### src/rtl/muldiv_sequencer.sv
// Iterative RV32M multiply/divide engine for the execute stage.
// Holds F/D/E via StallMD while a shift-add or restoring-divide sequence runs.
module muldiv_sequencer #(
  parameter int unsigned XLEN = 32
) (
  input  logic            clk,
  input  logic            rst,
  input  logic            MulDivE,
  input  logic [2:0]      MulDivOpE,
  input  logic [XLEN-1:0] RD1_E,
  input  logic [XLEN-1:0] RD2_E,
  input  logic            FlushE,
  output logic            StallMD,
  output logic            MulDivDoneE,
  output logic [XLEN-1:0] MulDivResultE,
  output logic            BusyMD
);

  localparam int unsigned CntW = $clog2(XLEN);
  localparam int unsigned AccW = 2 * XLEN;

  typedef enum logic [1:0] {IDLE, BUSY, DONE} mdStateT;

  mdStateT         state, nextState;
  logic [2:0]      opReg;
  logic [XLEN-1:0] operand;
  logic [AccW-1:0] acc;
  logic [CntW-1:0] count;
  logic            negRes, negRem;

  logic            isDivE, aSignedE, bSignedE, negAE, negBE;
  logic [XLEN-1:0] absAE, absBE;
  logic            divZeroE, overflowE, specialE, acceptE;
  logic [XLEN-1:0] specialResE;

  logic            lastIter, divOk;
  logic [XLEN:0]   mulSum, divTrial, divDiff;
  logic [AccW-1:0] mulNext, divNext, accNext, prodFixed;
  logic [XLEN-1:0] quoFixed, remFixed, finalRes;

  assign acceptE  = MulDivE & ~FlushE;
  assign lastIter = (count == CntW'(XLEN - 1));

  // Request decode: operand magnitudes, sign flags and no-iteration cases
  always_comb begin
    isDivE      = MulDivOpE[2];
    aSignedE    = MulDivOpE[2] ? ~MulDivOpE[0] : (MulDivOpE[1:0] != 2'b11);
    bSignedE    = MulDivOpE[2] ? ~MulDivOpE[0] : ~MulDivOpE[1];
    negAE       = aSignedE & RD1_E[XLEN-1];
    negBE       = bSignedE & RD2_E[XLEN-1];
    absAE       = negAE ? XLEN'(-RD1_E) : RD1_E;
    absBE       = negBE ? XLEN'(-RD2_E) : RD2_E;
    divZeroE    = isDivE & (RD2_E == '0);
    overflowE   = isDivE & ~MulDivOpE[0] & (RD1_E == {1'b1, {(XLEN-1){1'b0}}})
                  & (RD2_E == '1);
    specialE    = divZeroE | overflowE;
    specialResE = '0;
    if (divZeroE) specialResE = MulDivOpE[1] ? RD1_E : '1;
    else          specialResE = MulDivOpE[1] ? '0 : RD1_E;
  end

  // One iteration: acc = {high/remainder, low/quotient}
  always_comb begin
    mulSum    = {1'b0, acc[AccW-1:XLEN]} + (acc[0] ? {1'b0, operand} : '0);
    mulNext   = {mulSum, acc[XLEN-1:1]};
    divTrial  = acc[AccW-1:XLEN-1];
    divDiff   = divTrial - {1'b0, operand};
    divOk     = ~divDiff[XLEN];
    divNext   = {(divOk ? divDiff[XLEN-1:0] : divTrial[XLEN-1:0]), acc[XLEN-2:0], divOk};
    accNext   = opReg[2] ? divNext : mulNext;
    prodFixed = negRes ? AccW'(-accNext) : accNext;
    quoFixed  = negRes ? XLEN'(-accNext[XLEN-1:0]) : accNext[XLEN-1:0];
    remFixed  = negRem ? XLEN'(-accNext[AccW-1:XLEN]) : accNext[AccW-1:XLEN];
    if (opReg[2])                finalRes = opReg[1] ? remFixed : quoFixed;
    else if (opReg[1:0] == 2'b00) finalRes = prodFixed[XLEN-1:0];
    else                         finalRes = prodFixed[AccW-1:XLEN];
  end

  always_ff @(posedge clk or negedge rst) begin
    if (!rst) state <= IDLE;
    else      state <= nextState;
  end

  // Next state and combinational stall; a flush wins in every state
  always_comb begin
    nextState = state;
    StallMD   = MulDivE & ~FlushE & (state != DONE);
    case (state)
      IDLE:    if (acceptE) nextState = specialE ? DONE : BUSY;
      BUSY:    if (lastIter) nextState = DONE;
      DONE:    nextState = IDLE;
      default: nextState = IDLE;
    endcase
    if (FlushE) nextState = IDLE;
  end

  always_ff @(posedge clk or negedge rst) begin
    if (!rst) begin
      opReg         <= '0;
      operand       <= '0;
      acc           <= '0;
      count         <= '0;
      negRes        <= 1'b0;
      negRem        <= 1'b0;
      MulDivDoneE   <= 1'b0;
      MulDivResultE <= '0;
      BusyMD        <= 1'b0;
    end else begin
      MulDivDoneE <= (nextState == DONE);
      BusyMD      <= (nextState != IDLE);
      case (state)
        IDLE: if (acceptE) begin
          opReg   <= MulDivOpE;
          count   <= '0;
          negRes  <= negAE ^ negBE;
          negRem  <= negAE;
          operand <= isDivE ? absBE : absAE;
          acc     <= {{XLEN{1'b0}}, (isDivE ? absAE : absBE)};
          if (specialE) MulDivResultE <= specialResE;
        end
        BUSY: begin
          acc   <= accNext;
          count <= count + CntW'(1);
          if (lastIter && !FlushE) MulDivResultE <= finalRes;
        end
        default: ;
      endcase
    end
  end

endmodule

### config.mk
export PLATFORM = sky130hd
export DESIGN_NAME = muldiv_sequencer
export DESIGN_NICKNAME = d
export VERILOG_FILES = /design/src/rtl/muldiv_sequencer.sv
export SDC_FILE = /design/constraint.sdc
export NUM_CORES = 1
export LEC_CHECK = 0
export ABC_AREA = 1
export CORE_UTILIZATION = 34
export CTS_CLUSTER_DIAMETER = 200
export DETAILED_ROUTE_END_ITERATION = 7
export PLACE_DENSITY = 0.5
export SKIP_LAST_GASP = 1
export SLEW_MARGIN = 20
export SYNTH_ARGS = -nofsm -noshare
export SYNTH_HDL_FRONTEND = slang
export SYNTH_SLANG_ARGS = --single-unit
### constraint.sdc
create_clock -name clk -period 3.77 [get_ports clk]
set_clock_uncertainty 0.05 [all_clocks]
set_input_delay 0.754 -clock clk [delete_from_list [all_inputs] [get_ports clk]]
set_output_delay 0.754 -clock clk [all_outputs]
set_load 0.1 [all_outputs]
Word level (Yosys, flattened, before mapping)
Index checks and enable logic that the tools add are counted.
W data, S select, Z words.

word-level totals
  flip-flop bits (word level) = 142
  latch bits = 0
  memory bits (writable) = 0
  ROM bits = 0
  bits of input ports = 71
  memories = 0

operators by class
  add/subtract/negate cells = 8
  multipliers = 0
  divide/modulo/power cells = 0
  order comparisons = 0
  equal/unequal tests = 10
  shift operators = 0
  mux-type cells = 31
  bitwise gates (word level) = 14
  reduce and logical (&&, ||, !) cells = 10

operators with widths
  operator                number
  $mux W32                17
  $mux W64                3
  $neg A32 Y32            4
  $pmux W64 S2            1
  $eq A32 B32 Y1 const B  2
  $neg A64 Y64            1
  $pmux W32 S2            1
  $add A32 B32 Y33        1
  $sub A33 B32 Y33        1
  $logic_not A32 Y1       1
  $ne A2 B2 Y1 const B    5
  $pmux W5 S2             1
  $and A1 B1 Y1           8
  $mux W2                 4
  $add A5 B1 Y5 const B   1
  $eq A5 B5 Y1 const B    1
  $mux W5                 1
  $logic_not A2 Y1        2
  $not A1 Y1              4
  $pmux W2 S2             1
  $reduce_and A2 Y1       2
  $reduce_and A4 Y1       1
  $reduce_bool A2 Y1      2
  $eq A2 B1 Y1 const B    1
  other kinds (6)         7

Logic depth before layout (Yosys ltp)
  word-level depth = 10
  depth in mapped cells = 38
  mapped depth without buffers = 38

Least setup slack after synthesis
OpenSTA, ideal clock, no wires.

  kind = reg2reg
  start point = reg operand[0]
  end point = reg MulDivResultE[14]
  arrival = 3.827 ns
  required time = 3.600 ns
  slack = -0.226 ns
  stages on the path, launching flop included = 35
  buffers on the path = 0
  clock period less this slack = 3.996 ns
  cells stage by stage = dfrtp_1 ha_1 fa_1 inv_1 nand2_1 nand2_1 nand3_1 nand2_2 nand2_1 nand2_2 nand2_4 nand3_2 nand2_8 nand2_4 nand2_2 inv_2 ha_1 nand3_1 nor2_2 nand2_1 nor2_2 nand2_1 nor2_2 nand4_2 nor2_4 nand3_2 nor2_2 nand4_1 nand2_1 xor2_1 nand2_1 nand2_1 nand3_1 nand2_1 nand2_1

between the ends
  word-level cells in the longest chain between the ends = 9
  elaborated cells on any way between the ends = 17
  classes of those cells = 5 x add/sub; 11 x mux; 1 x bitwise

ends and longest elaborated chain
  what                                          RTL line  text
  from (decl)                                   26        logic [XLEN-1:0] operand;
  from (signal assigned)                        117       operand <= isDivE ? absBE : absAE;
  $sub A33 B32 Y33 or $mux W32 (tied branches)  67, 64
  $mux W32, or another cell as far along        69        divNext = {(divOk ? divDiff[XLEN-1:0] : divTrial[XLEN-1:0]), acc[XLEN-2:0], divOk};
  $mux W64 *                                    70        accNext = opReg[2] ? divNext : mulNext;
  $neg A64 Y64, or another cell as far along    71        prodFixed = negRes ? AccW'(-accNext) : accNext;
  $mux W64, or another cell as far along        71
  $mux W32, on equally long branches            75, 74
  $mux W32 *                                    74        if (opReg[2]) finalRes = opReg[1] ? remFixed : quoFixed;
  $mux W32 *                                    124       if (lastIter && !FlushE) MulDivResultE <= finalRes;
  $pmux W32 S2 *                                111       case (state)
  to (signal assigned)                          119       if (specialE) MulDivResultE <= specialResE;
  to (signal assigned)                          124
  to (decl)                                     15        output logic [XLEN-1:0] MulDivResultE,

Mark *: on every way between the ends. The rest lies on a longest branch, timed or not. The select of a mux whose other input is x is not followed.
A chain may end at the register's enable or synchronous reset.

Worst setup path in the final report
  start point = reg operand[0]
  end point = reg MulDivResultE[4]

The elaborated chain is that of the path after synthesis.

==> metrics.txt <==
outcome=finished, violations left; failing checks=negative setup slack; area grow syn2layout=43.72%; Cells after Synth=3079; Fin. Hold Viols=0; GR Util All Layers=37.22%; most used flip-flop cell after synthesis=dfrtp_1; GRT met3 Usage=6.017%; slowest stage delay, CP=0.41 ns; crit end category=flop; latest clock arrival within the worst-skew pair=0.50 ns; post-synthesis xor/xnor area fraction=5.605%; post-synthesis cell type count=63; Worst VDD drop=0.6293 mV; drt first-iter violations=2334; max_slew headroom=29.99%; Clk pin slew, worst setup/hold paths=0.07 ns; commonest cells after routing, fill and taps aside=918 x nand2_1, 672 x buf_4, 399 x inv_1; vias in the first global route=23020; via count=23660; TritonCTS clock tree=yes; # fillers=5558; worst min path class=in -> async; final total power=26370 µW; EDFF count, synth=0; Post-Layout Inst Area=26050 µm²; CP top delay family=buffers and inverters; CP Class=reg -> reg; period utilisation layout=113.5%; max_cap viols=0; total grt overflow=0; Syn. warnings=0; CTS sink cnt=142; pins over their slew limit=0; most common cell after layout, fill and taps aside=nand2_1; Placed Instance Area=24690 µm²; drt wl/cell=22.33 µm; post-synthesis simple-gate area fraction=40.02%; flops & latches, synth=142; Die Y=232.9 µm; fmax=233.7 MHz; Syn Nets=3223; largest family of logic cells by synthesized area=simple AND/OR/NAND/NOR gates; sequential fraction of the synthesis area=19.60%; DR DRC count=0; RSZ-0062 raised after global routing=true; fin nets=3923; share of layout cells above drive strength 1=25.61%; M1 GR Usage=46.13%; CTS max path bufs=2; post-route ant nets=0; pin count of the biggest net entering global routing=67; post-synthesis mux area share=0%; Startpoint Class=flop; Finished Core Util=49.47%; CP required=4.15 ns; row count=84; post-synthesis instance area=18130 µm²; final wirelength=100100 µm; Leakage=0.01347 µW; htree depth=4; hold_buf cts=0; Avg Cell Area, Syn=5.887 µm²; Compound-Gate Fraction of Synth Area=18.17%; asr flop ratio synth=100.0%; pre-CTS setup slack=-0.6138 ns; CP dominant cell by count=buf_4; CP bufs+invs=10; GRT met2 Usage=59.89%; Worst Slack Setup Final=-0.5086 ns; CTS buffer count=17; Worst path slowest cell=dfrtp_1; Multi-input gate area=13060 µm²; PortBufs=105; Detailed Place HPWL=83430 µm; die width=232.9 µm; CP arrival=4.66 ns; Clock Tree Root=clkbuf_16; Fin Setup TNS=-7.720 ns; RD Place Congestion=1.015; Initial DRT Pass Iterations=5; initial antenna violation count=3; Reg area=3558 µm²; I/O pins=106; Slew @ Worst Pin=1.047 ns; global-route wire length before repair=146100 µm; Final setup viols=32; adder-cell share of the synthesized area=5.122%; pwr dens=1012 nW/µm²; Die ar.=54240 µm²; Initial Util=34.42%; Core Region=52660 µm²; busiest grt layer=met2; minimum clock period=4.279 ns; CP max FO=3; vias per cell=5.280
==> synthesized netlist by cell type (31+ instances only) <==
library cell    n  area (µm²)
o22ai_1        40       250.2
inv_1         402        1509
a21oi_1       140       700.7
o21bai_1       31       232.7
clkbuf_1       70       262.8
dfrtp_1       142        3553
xor2_1         87       762.0
nand2_2        45       281.5
nor2_1        266       998.5
nor3_1         38       190.2
nand3_1       236        1181
ha_1           71       888.4
o21ai_0       190       950.9
nand2_1       948        3558
==> routing by layer <==
metal / wire, µm / share of wire, %
met1: 41140 / 41
met2: 45170 / 45
met3: 6727 / 6.7
met5: 0 / 0
met4: 7030 / 7.0
==> worst paths after layout <==
check / slack, ns / endpoint / start / cells past startpoint
min in group clk: 0.42 / count[3]$_DFFE_PN0P_ / count[3]$_DFFE_PN0P_ / 1
setup / recovery: -0.51 / MulDivResultE[4]$_DFFE_PN0P_ / operand[0]$_DFFE_PN0P_ / 31
hold reg to reg: 0.42 / count[3]$_DFFE_PN0P_ / count[3]$_DFFE_PN0P_ / 1
hold / removal: 0.16 / MulDivDoneE$_DFF_PN0_ / rst / 1
max in group asynchronous: 2.65 / opReg[2]$_DFFE_PN0P_ / rst / 2
setup reg to reg: -0.51 / MulDivResultE[4]$_DFFE_PN0P_ / operand[0]$_DFFE_PN0P_ / 31
==> power breakdown <==
part	total, µW	switching, µW	internal (µW)
clock	1840	883	956
sequential	2530	465	2060
combinational	22000	13400	8650
total	26400	14700	11700
==> flip-flops by register name, summed over array words and instances, names as in the netlist, 2 cells and up <==
name	cells
count	5
acc	64
state	2
operand	32
opReg	3
MulDivResultE	32
==> cell families after synthesis <==
logic type      after synthesis
compound gates              554
flops                       142
fa+ha+maj                    73
xor+xnor                    116
buf+inv                     526
simple gates               1668
==> metrics by stage <==
stage	std cells	hold WS, ns
3_3_place_gp	4419	0.4071
4_1_cts	4475	0.1776
6_report	4481	0.1648
3_5_place_dp	4419	0.4190
2_1_floorplan	3079	0.3903
5_1_grt	4480	0.2092
==> cell type report <==
type | count | area share, %
well taps | 688 | 3.305
inverters | 412 | 5.956
clock inverters | 15 | 0.7253
clock buffers | 17 | 1.633
flip-flops and latches | 142 | 13.66
repair buffers | 795 | 24.60
diodes | 1 | 0.009606
multi-input cells | 2411 | 50.12
==> timing repair <==
item / 4_1_cts / 5_1_grt
resized for setup: 96 / 45
pin swaps: 29 / 23
endpoints found under the setup margin: 32 / 39
buffers inserted: 24 / 5
(Power assumes the default switching activity.)
